<file path="src/rtl/oled_frame_scheduler_if.sv">
// Bus between the OLED pixel sources/driver and the frame scheduler.
// The scheduler side uses the slave modport; stimulus or the source fabric uses master.
interface oled_frame_scheduler_if #(
    parameter int NUM_SRC = 4
);
    logic                    frame_begin;
    logic [NUM_SRC-1:0]      req;
    logic [16*NUM_SRC-1:0]   src_data;
    logic [15:0]             pixel_data;
    logic [NUM_SRC-1:0]      grant;
    logic [2:0]              active_idx;
    logic                    switch_pulse;

    modport master (
        output frame_begin, req, src_data,
        input  pixel_data, grant, active_idx, switch_pulse
    );

    modport slave (
        input  frame_begin, req, src_data,
        output pixel_data, grant, active_idx, switch_pulse
    );
endinterface

</file>
<file path="src/rtl/oled_frame_scheduler.sv">
// Frame-synchronous round-robin arbiter that picks which pixel source drives the OLED,
// holding each owner for a minimum dwell of frames while others are waiting.
module oled_frame_scheduler #(
    parameter int          NUM_SRC      = 4,
    parameter int          DWELL_FRAMES = 8,
    parameter logic [15:0] BG_COLOR     = 16'h0000
) (
    input  logic                   CLK,
    input  logic                   reset,
    oled_frame_scheduler_if.slave  bus
);
    typedef enum logic [0:0] {
        ST_IDLE   = 1'b0,
        ST_ACTIVE = 1'b1
    } state_t;

    localparam logic [7:0] DWELL_LAST = 8'(DWELL_FRAMES - 1);

    state_t               state_q, state_d;
    logic [2:0]           owner_q, owner_d;
    logic [2:0]           rr_q, rr_d;
    logic [7:0]           dwell_q, dwell_d;
    logic [NUM_SRC-1:0]   grant_q, grant_d;
    logic                 switch_q, switch_d;
    logic [15:0]          pixel_q, pixel_d;
    logic                 owner_req_s;
    logic [3:0]           idle_pick_s;
    logic [3:0]           rot_pick_s;

    // Returns {found, index} of the first set request at offset 0 (or 1 when
    // skip_base) and upward from base, wrapping modulo NUM_SRC.
    function automatic logic [3:0] pick_next(input logic [NUM_SRC-1:0] r,
                                             input logic [2:0]         base,
                                             input logic               skip_base);
        logic [3:0] res;
        int         idx;
        res = 4'b0000;
        for (int off = NUM_SRC - 1; off >= 0; off--) begin
            idx = (int'(base) + off) % NUM_SRC;
            for (int j = 0; j < NUM_SRC; j++) begin
                if ((j == idx) && r[j] && ((off != 0) || !skip_base)) begin
                    res = {1'b1, 3'(j)};
                end else begin
                    res = res;
                end
            end
        end
        return res;
    endfunction

    // Next-state decision: grant only moves on frame_begin, everything else holds.
    always_comb begin
        state_d  = state_q;
        owner_d  = owner_q;
        rr_d     = rr_q;
        dwell_d  = dwell_q;
        switch_d = 1'b0;

        owner_req_s = 1'b0;
        for (int i = 0; i < NUM_SRC; i++) begin
            if (3'(i) == owner_q) begin
                owner_req_s = bus.req[i];
            end else begin
                owner_req_s = owner_req_s;
            end
        end
        idle_pick_s = pick_next(bus.req, rr_q, 1'b0);
        rot_pick_s  = pick_next(bus.req, owner_q, 1'b1);

        if (bus.frame_begin) begin
            case (state_q)
                ST_IDLE: begin
                    if (idle_pick_s[3]) begin
                        state_d  = ST_ACTIVE;
                        owner_d  = idle_pick_s[2:0];
                        rr_d     = 3'((int'(idle_pick_s[2:0]) + 1) % NUM_SRC);
                        dwell_d  = 8'd0;
                        switch_d = 1'b1;
                    end else begin
                        state_d = ST_IDLE;
                    end
                end
                ST_ACTIVE: begin
                    if (!owner_req_s || ((dwell_q >= DWELL_LAST) && rot_pick_s[3])) begin
                        // Owner released, or dwell served with someone waiting.
                        if (rot_pick_s[3]) begin
                            owner_d  = rot_pick_s[2:0];
                            rr_d     = 3'((int'(rot_pick_s[2:0]) + 1) % NUM_SRC);
                        end else begin
                            state_d  = ST_IDLE;
                            owner_d  = 3'd0;
                        end
                        dwell_d  = 8'd0;
                        switch_d = 1'b1;
                    end else if (dwell_q < DWELL_LAST) begin
                        dwell_d = dwell_q + 8'd1;
                    end else begin
                        dwell_d = dwell_q;
                    end
                end
                default: begin
                    state_d = ST_IDLE;
                    owner_d = 3'd0;
                end
            endcase
        end else begin
            state_d = state_q;
        end

        grant_d = '0;
        pixel_d = BG_COLOR;
        for (int i = 0; i < NUM_SRC; i++) begin
            if ((state_d == ST_ACTIVE) && (3'(i) == owner_d)) begin
                grant_d[i] = 1'b1;
                pixel_d    = bus.src_data[16*i +: 16];
            end else begin
                grant_d[i] = 1'b0;
            end
        end
    end

    // State and registered outputs; reset drops any grant immediately.
    always_ff @(posedge CLK or posedge reset) begin
        if (reset) begin
            state_q  <= ST_IDLE;
            owner_q  <= 3'd0;
            rr_q     <= 3'd0;
            dwell_q  <= 8'd0;
            grant_q  <= '0;
            switch_q <= 1'b0;
            pixel_q  <= BG_COLOR;
        end else begin
            state_q  <= state_d;
            owner_q  <= owner_d;
            rr_q     <= rr_d;
            dwell_q  <= dwell_d;
            grant_q  <= grant_d;
            switch_q <= switch_d;
            pixel_q  <= pixel_d;
        end
    end

    assign bus.grant        = grant_q;
    assign bus.active_idx   = owner_q;
    assign bus.switch_pulse = switch_q;
    assign bus.pixel_data   = pixel_q;
endmodule

</file>
<file path="src/flat_wrapper.sv">
// flat-port wrapper written by rule: the top's interface ports become plain ports
module oled_frame_scheduler_flat 
#(
    parameter int          NUM_SRC      = 4,
    parameter int          DWELL_FRAMES = 8,
    parameter logic [15:0] BG_COLOR     = 16'h0000
)
  (CLK, reset, bus_frame_begin, bus_req, bus_src_data, bus_pixel_data, bus_grant, bus_active_idx, bus_switch_pulse);
  oled_frame_scheduler_if #(.NUM_SRC(NUM_SRC)) bus_i ();
  input  logic CLK;
  input  logic reset;
  input wire logic [$bits(bus_i.frame_begin)-1:0] bus_frame_begin;
  input wire logic [$bits(bus_i.req)-1:0] bus_req;
  input wire logic [$bits(bus_i.src_data)-1:0] bus_src_data;
  output wire logic [$bits(bus_i.pixel_data)-1:0] bus_pixel_data;
  output wire logic [$bits(bus_i.grant)-1:0] bus_grant;
  output wire logic [$bits(bus_i.active_idx)-1:0] bus_active_idx;
  output wire logic [$bits(bus_i.switch_pulse)-1:0] bus_switch_pulse;
  assign bus_i.frame_begin = bus_frame_begin;
  assign bus_i.req = bus_req;
  assign bus_i.src_data = bus_src_data;
  assign bus_pixel_data = bus_i.pixel_data;
  assign bus_grant = bus_i.grant;
  assign bus_active_idx = bus_i.active_idx;
  assign bus_switch_pulse = bus_i.switch_pulse;
  oled_frame_scheduler #(.NUM_SRC(NUM_SRC), .DWELL_FRAMES(DWELL_FRAMES), .BG_COLOR(BG_COLOR)) u_core (.CLK(CLK), .reset(reset), .bus(bus_i));
endmodule
</file>
<file path="config.mk">
export PLATFORM = sky130hd
export DESIGN_NAME = oled_frame_scheduler_flat
export DESIGN_NICKNAME = d
export VERILOG_FILES = /design/src/rtl/oled_frame_scheduler_if.sv /design/src/rtl/oled_frame_scheduler.sv /design/src/flat_wrapper.sv
export SDC_FILE = /design/constraint.sdc
export NUM_CORES = 1
export LEC_CHECK = 0
export ABC_AREA = 1
export BUFFER_PORTS_ARGS = -buffer_cell sky130_fd_sc_hd__buf_2
export CELL_PAD_IN_SITES_DETAIL_PLACEMENT = 1
export CELL_PAD_IN_SITES_GLOBAL_PLACEMENT = 1
export CORE_MARGIN = 1.5
export CORE_UTILIZATION = 36
export CTS_BUF_LIST = sky130_fd_sc_hd__clkbuf_16
export CTS_CLUSTER_DIAMETER = 30
export DETAILED_ROUTE_END_ITERATION = 10
export PLACE_DENSITY = 0.82
export SLEW_MARGIN = 10
export SYNTH_ARGS = -nofsm -noshare
export SYNTH_HDL_FRONTEND = slang
export SYNTH_SLANG_ARGS = --single-unit
</file>
<file path="constraint.sdc">
create_clock -name CLK -period 5.2 [get_ports CLK]
set_input_delay 0.26 -clock CLK [delete_from_list [all_inputs] [get_ports CLK]]
set_output_delay 0.26 -clock CLK [all_outputs]
set_load 0.005 [all_outputs]
</file>
==> results.sh <==
export IMPL_final_cell_mix="buf_2, nand2_1, nand4_1"
export IMPL_num_antenna_cells=0
export IMPL_vias=2512
export IMPL_rsz0062_at_grt="false"
export IMPL_synth_cell_types=30
export IMPL_cp_slowest_stage_delay_ps=600
export IMPL_final_cell_area_mm2=0.00292
export IMPL_crit_chain="nor2_2 > nand2_1 > nand2_1 > nor2_2 > nand3_2 > nand2_2 > nand2_1 > nand2_1 > nor2_1 > nand3_1 > nand2_1 > inv_2 > nand2_4 > nand3_1 > nand4_1"
export IMPL_fillCellCount=859
export IMPL_first_pass_iters=4
export IMPL_synth_compound_area_share_pct=5.46
export IMPL_syn_area_mm2=0.00234
export IMPL_crit_family="simple AND/OR/NAND/NOR gates"
export IMPL_grt_pass1_vias=2569
export IMPL_fmax_ghz=0.346
export IMPL_synth_fp_nets=386
export IMPL_start_util_pct=37.0
export IMPL_peakVddDrop_mv=0.341
export IMPL_routabilityCongestion=0.834
export IMPL_ys_warn_count=0
export IMPL_cellInternalPower_mw=0.923
export IMPL_critPathBufInv=1
export IMPL_cp_end_kind="flop"
export IMPL_cpMostUsedCell="nand2_1"
export IMPL_hold_violations=0
export IMPL_pre_cts_slack_ps=2390
export IMPL_fin_skew_ps=7.06
export IMPL_placed_area_mm2=0.00277
export IMPL_comb_power_share_pct=59.0
export IMPL_place_hpwl_um=5470
export IMPL_die_w_um=83.6
export IMPL_cp_max_fo=35
export IMPL_wl_per_cell_um=15.5
export IMPL_seq_power_share_pct=25.0
export IMPL_drc_errors=0
export IMPL_fin_total_pwr_mw=1.83
export IMPL_path_class="reg -> reg"
export IMPL_grt_util_all_layers_pct=21.1
export IMPL_setup_slack_ps=2310
export IMPL_grt_pass1_wl_um=11900
export IMPL_wirelength_um=7300
export IMPL_cts_max_level=2
export IMPL_die_h_um=83.6
export IMPL_multi_input_area_mm2=0.00120
export IMPL_overflow=0
export IMPL_ctsResizeCount=0
export IMPL_synth_edf_count=0
export IMPL_drt_iter0_drc=71
export IMPL_cts_tree="built"
export IMPL_ctsHoldBuffers=0
export IMPL_switching_power_mw=0.911
export IMPL_power_leakage_nw=1.56
export IMPL_areaGrowthSynthToFinish_pct=24.8
export IMPL_detail_route_antenna_nets=0
export IMPL_insertion_delay_ps=280
export IMPL_slew_viol_final=0
export IMPL_clkPwrFrac_pct=16.1
export IMPL_async_flop_share_pct=100
export IMPL_cts_made_buffers=5
export IMPL_ys_flop_type="dfrtp_1"
export IMPL_ys_seq_area_share_pct=37.5
export IMPL_required_ps=5330
export IMPL_synth_fa_ha_area_share_pct=0.535
export IMPL_root_buffer="clkbuf_16"
export IMPL_status="complete, no violations"
export IMPL_synth_cells=314
export IMPL_setup_tns_ps=0
export IMPL_fin_crit_ps=2890
export IMPL_grt_max_degree=36
export IMPL_drive_gt1_share_pct=33.4
export IMPL_crit_arrival_ps=3020
export IMPL_p_per_area_mw_per_mm2=629
export IMPL_io_pins=95
export IMPL_cp_slowest_cell="dfrtp_1"
export IMPL_relSlewSlack_pct=44.0
export IMPL_post_cts_buffers=0
export IMPL_tightest_slew_ps=839
export IMPL_cts_buffer_depth=2
export IMPL_rows=29
export IMPL_path_clk_slew_ps=60
export IMPL_p_sw_share_pct=49.7
export IMPL_avgSynthCellArea_um2=7.44
export IMPL_avgViaCountPerCell=5.32
export IMPL_setup_viol=0
export IMPL_regArea_um2=876
export IMPL_io_buffers=94
export IMPL_nNetsFinal=466
export IMPL_synth_seq_cells=35
export IMPL_synth_top_family_by_area="simple AND/OR/NAND/NOR gates"
export IMPL_synthMuxAreaShare_pct=0
export IMPL_die_area_mm2=0.00698
export IMPL_clock_sinks=35
export IMPL_worstSetupStartpointType="flop"
export IMPL_antenna_found_initial=0
export IMPL_layout_worst_path_cycle_share_pct=55.6
export IMPL_synth_simple_gate_area_share_pct=45.6
export IMPL_core_area_mm2=0.00631
export IMPL_synth_xor_area_share_pct=0
export IMPL_hp_class="in -> async"
export IMPL_drv_cap=0
export IMPL_final_common_cell="buf_2"
area by class of cell:
| cell class | instances | share of cell area [%] |
|---|---|---|
| tap | 77 | 3.30 |
| clock inverter | 3 | 0.686 |
| timing repair buffer | 95 | 16.4 |
| sequential | 35 | 30.0 |
| multi-input combinational | 226 | 41.3 |
| clock buffer | 5 | 4.29 |
| inverter | 31 | 3.99 |
registers in the layout (all words and copies together), names as in the netlist:
register                 flops
u_core.bus.pixel_data       16
u_core.bus.active_idx        3
u_core.bus.switch_pulse      1
u_core.state_q               1
u_core.bus.grant             4
u_core.dwell_q               8
u_core.rr_q                  2
kinds of logic after synthesis:
logic type               after synthesis
AO/OA/AOI/OAI                         19
buffers and inverters                 53
flip-flops                            35
adder cells (fa/ha/maj)                1
AND/OR/NAND/NOR                      206
power groups by stage:
| stage | sequential (mW) | combinational [mW] | clock [mW] |
|---|---|---|---|
| detailed placement | 0.460 | 1.08 | 0 |
| global placement | 0.456 | 1.04 | 0 |
| floorplan | 0.430 | 0.913 | 0 |
| CTS | 0.457 | 1.09 | 0.300 |
| finish | 0.458 | 1.08 | 0.295 |
| global route | 0.472 | 1.21 | 0.314 |
worst paths after layout:
| path | endpoint | slack, ps | start | cells past startpoint |
|---|---|---|---|---|
| worst max-delay path | u_core.bus.pixel_data[12] | 2310 | u_core.bus.active_idx[0] | 15 |
| worst min register to register | u_core.dwell_q[4] | 490 | u_core.dwell_q[4] | 2 |
| max in group asynchronous | u_core.dwell_q[4] | 4780 | reset | 3 |
| worst min-delay path | u_core.bus.pixel_data[9] | 90 | reset | 3 |
| min in group CLK | u_core.bus.pixel_data[6] | 220 | bus_src_data[22] | 3 |
| worst max register to register | u_core.bus.pixel_data[12] | 2310 | u_core.bus.active_idx[0] | 15 |
worst min-delay path, cell delays in order:
cell   delay [ps]
buf_2         100
inv_1          40
buf_4         400
Yosys cell counts (2+ instances only):
| library cell | count | area share, % |
|---|---|---|
| inv_1 | 24 | 3.9 |
| buf_6 | 2 | 0.96 |
| o21ai_1 | 2 | 0.43 |
| a21oi_1 | 5 | 1.1 |
| nand2_2 | 5 | 1.3 |
| nor2_1 | 13 | 2.1 |
| inv_2 | 6 | 0.96 |
| o21ai_0 | 4 | 0.86 |
| nand2_1 | 73 | 12 |
| buf_2 | 13 | 2.8 |
| nand4_1 | 50 | 13 |
| a21oi_2 | 2 | 0.75 |
| buf_4 | 7 | 2.2 |
| nor2_2 | 4 | 1.1 |
| nand3_2 | 4 | 1.7 |
| nand2_4 | 4 | 1.9 |
| dfrtp_1 | 35 | 37 |
| nand3_1 | 49 | 10 |
per-stage QoR:
stage,cells,utilization (%),hold WS (ps)
2_1_floorplan,314,-,410
3_3_place_gp,464,43.9,381
3_5_place_dp,464,43.9,395
4_1_cts,472,46.2,95.4
5_1_grt,472,46.2,124
6_report,472,46.2,87.3
routing by layer:
layer / vias to the layer above / global-route usage [%] / routed length (um) / share of wire (%)
met5: - / 0 / 0 / 0
met4: 0 / 10.6 / 328 / 4.5
met3: 26 / 5.54 / 366 / 5.0
met2: 75 / 36.1 / 3570 / 49
met1: 1179 / 24.4 / 3040 / 42
li1: 1232 / - / - / -
(Power assumes the default switching activity.)
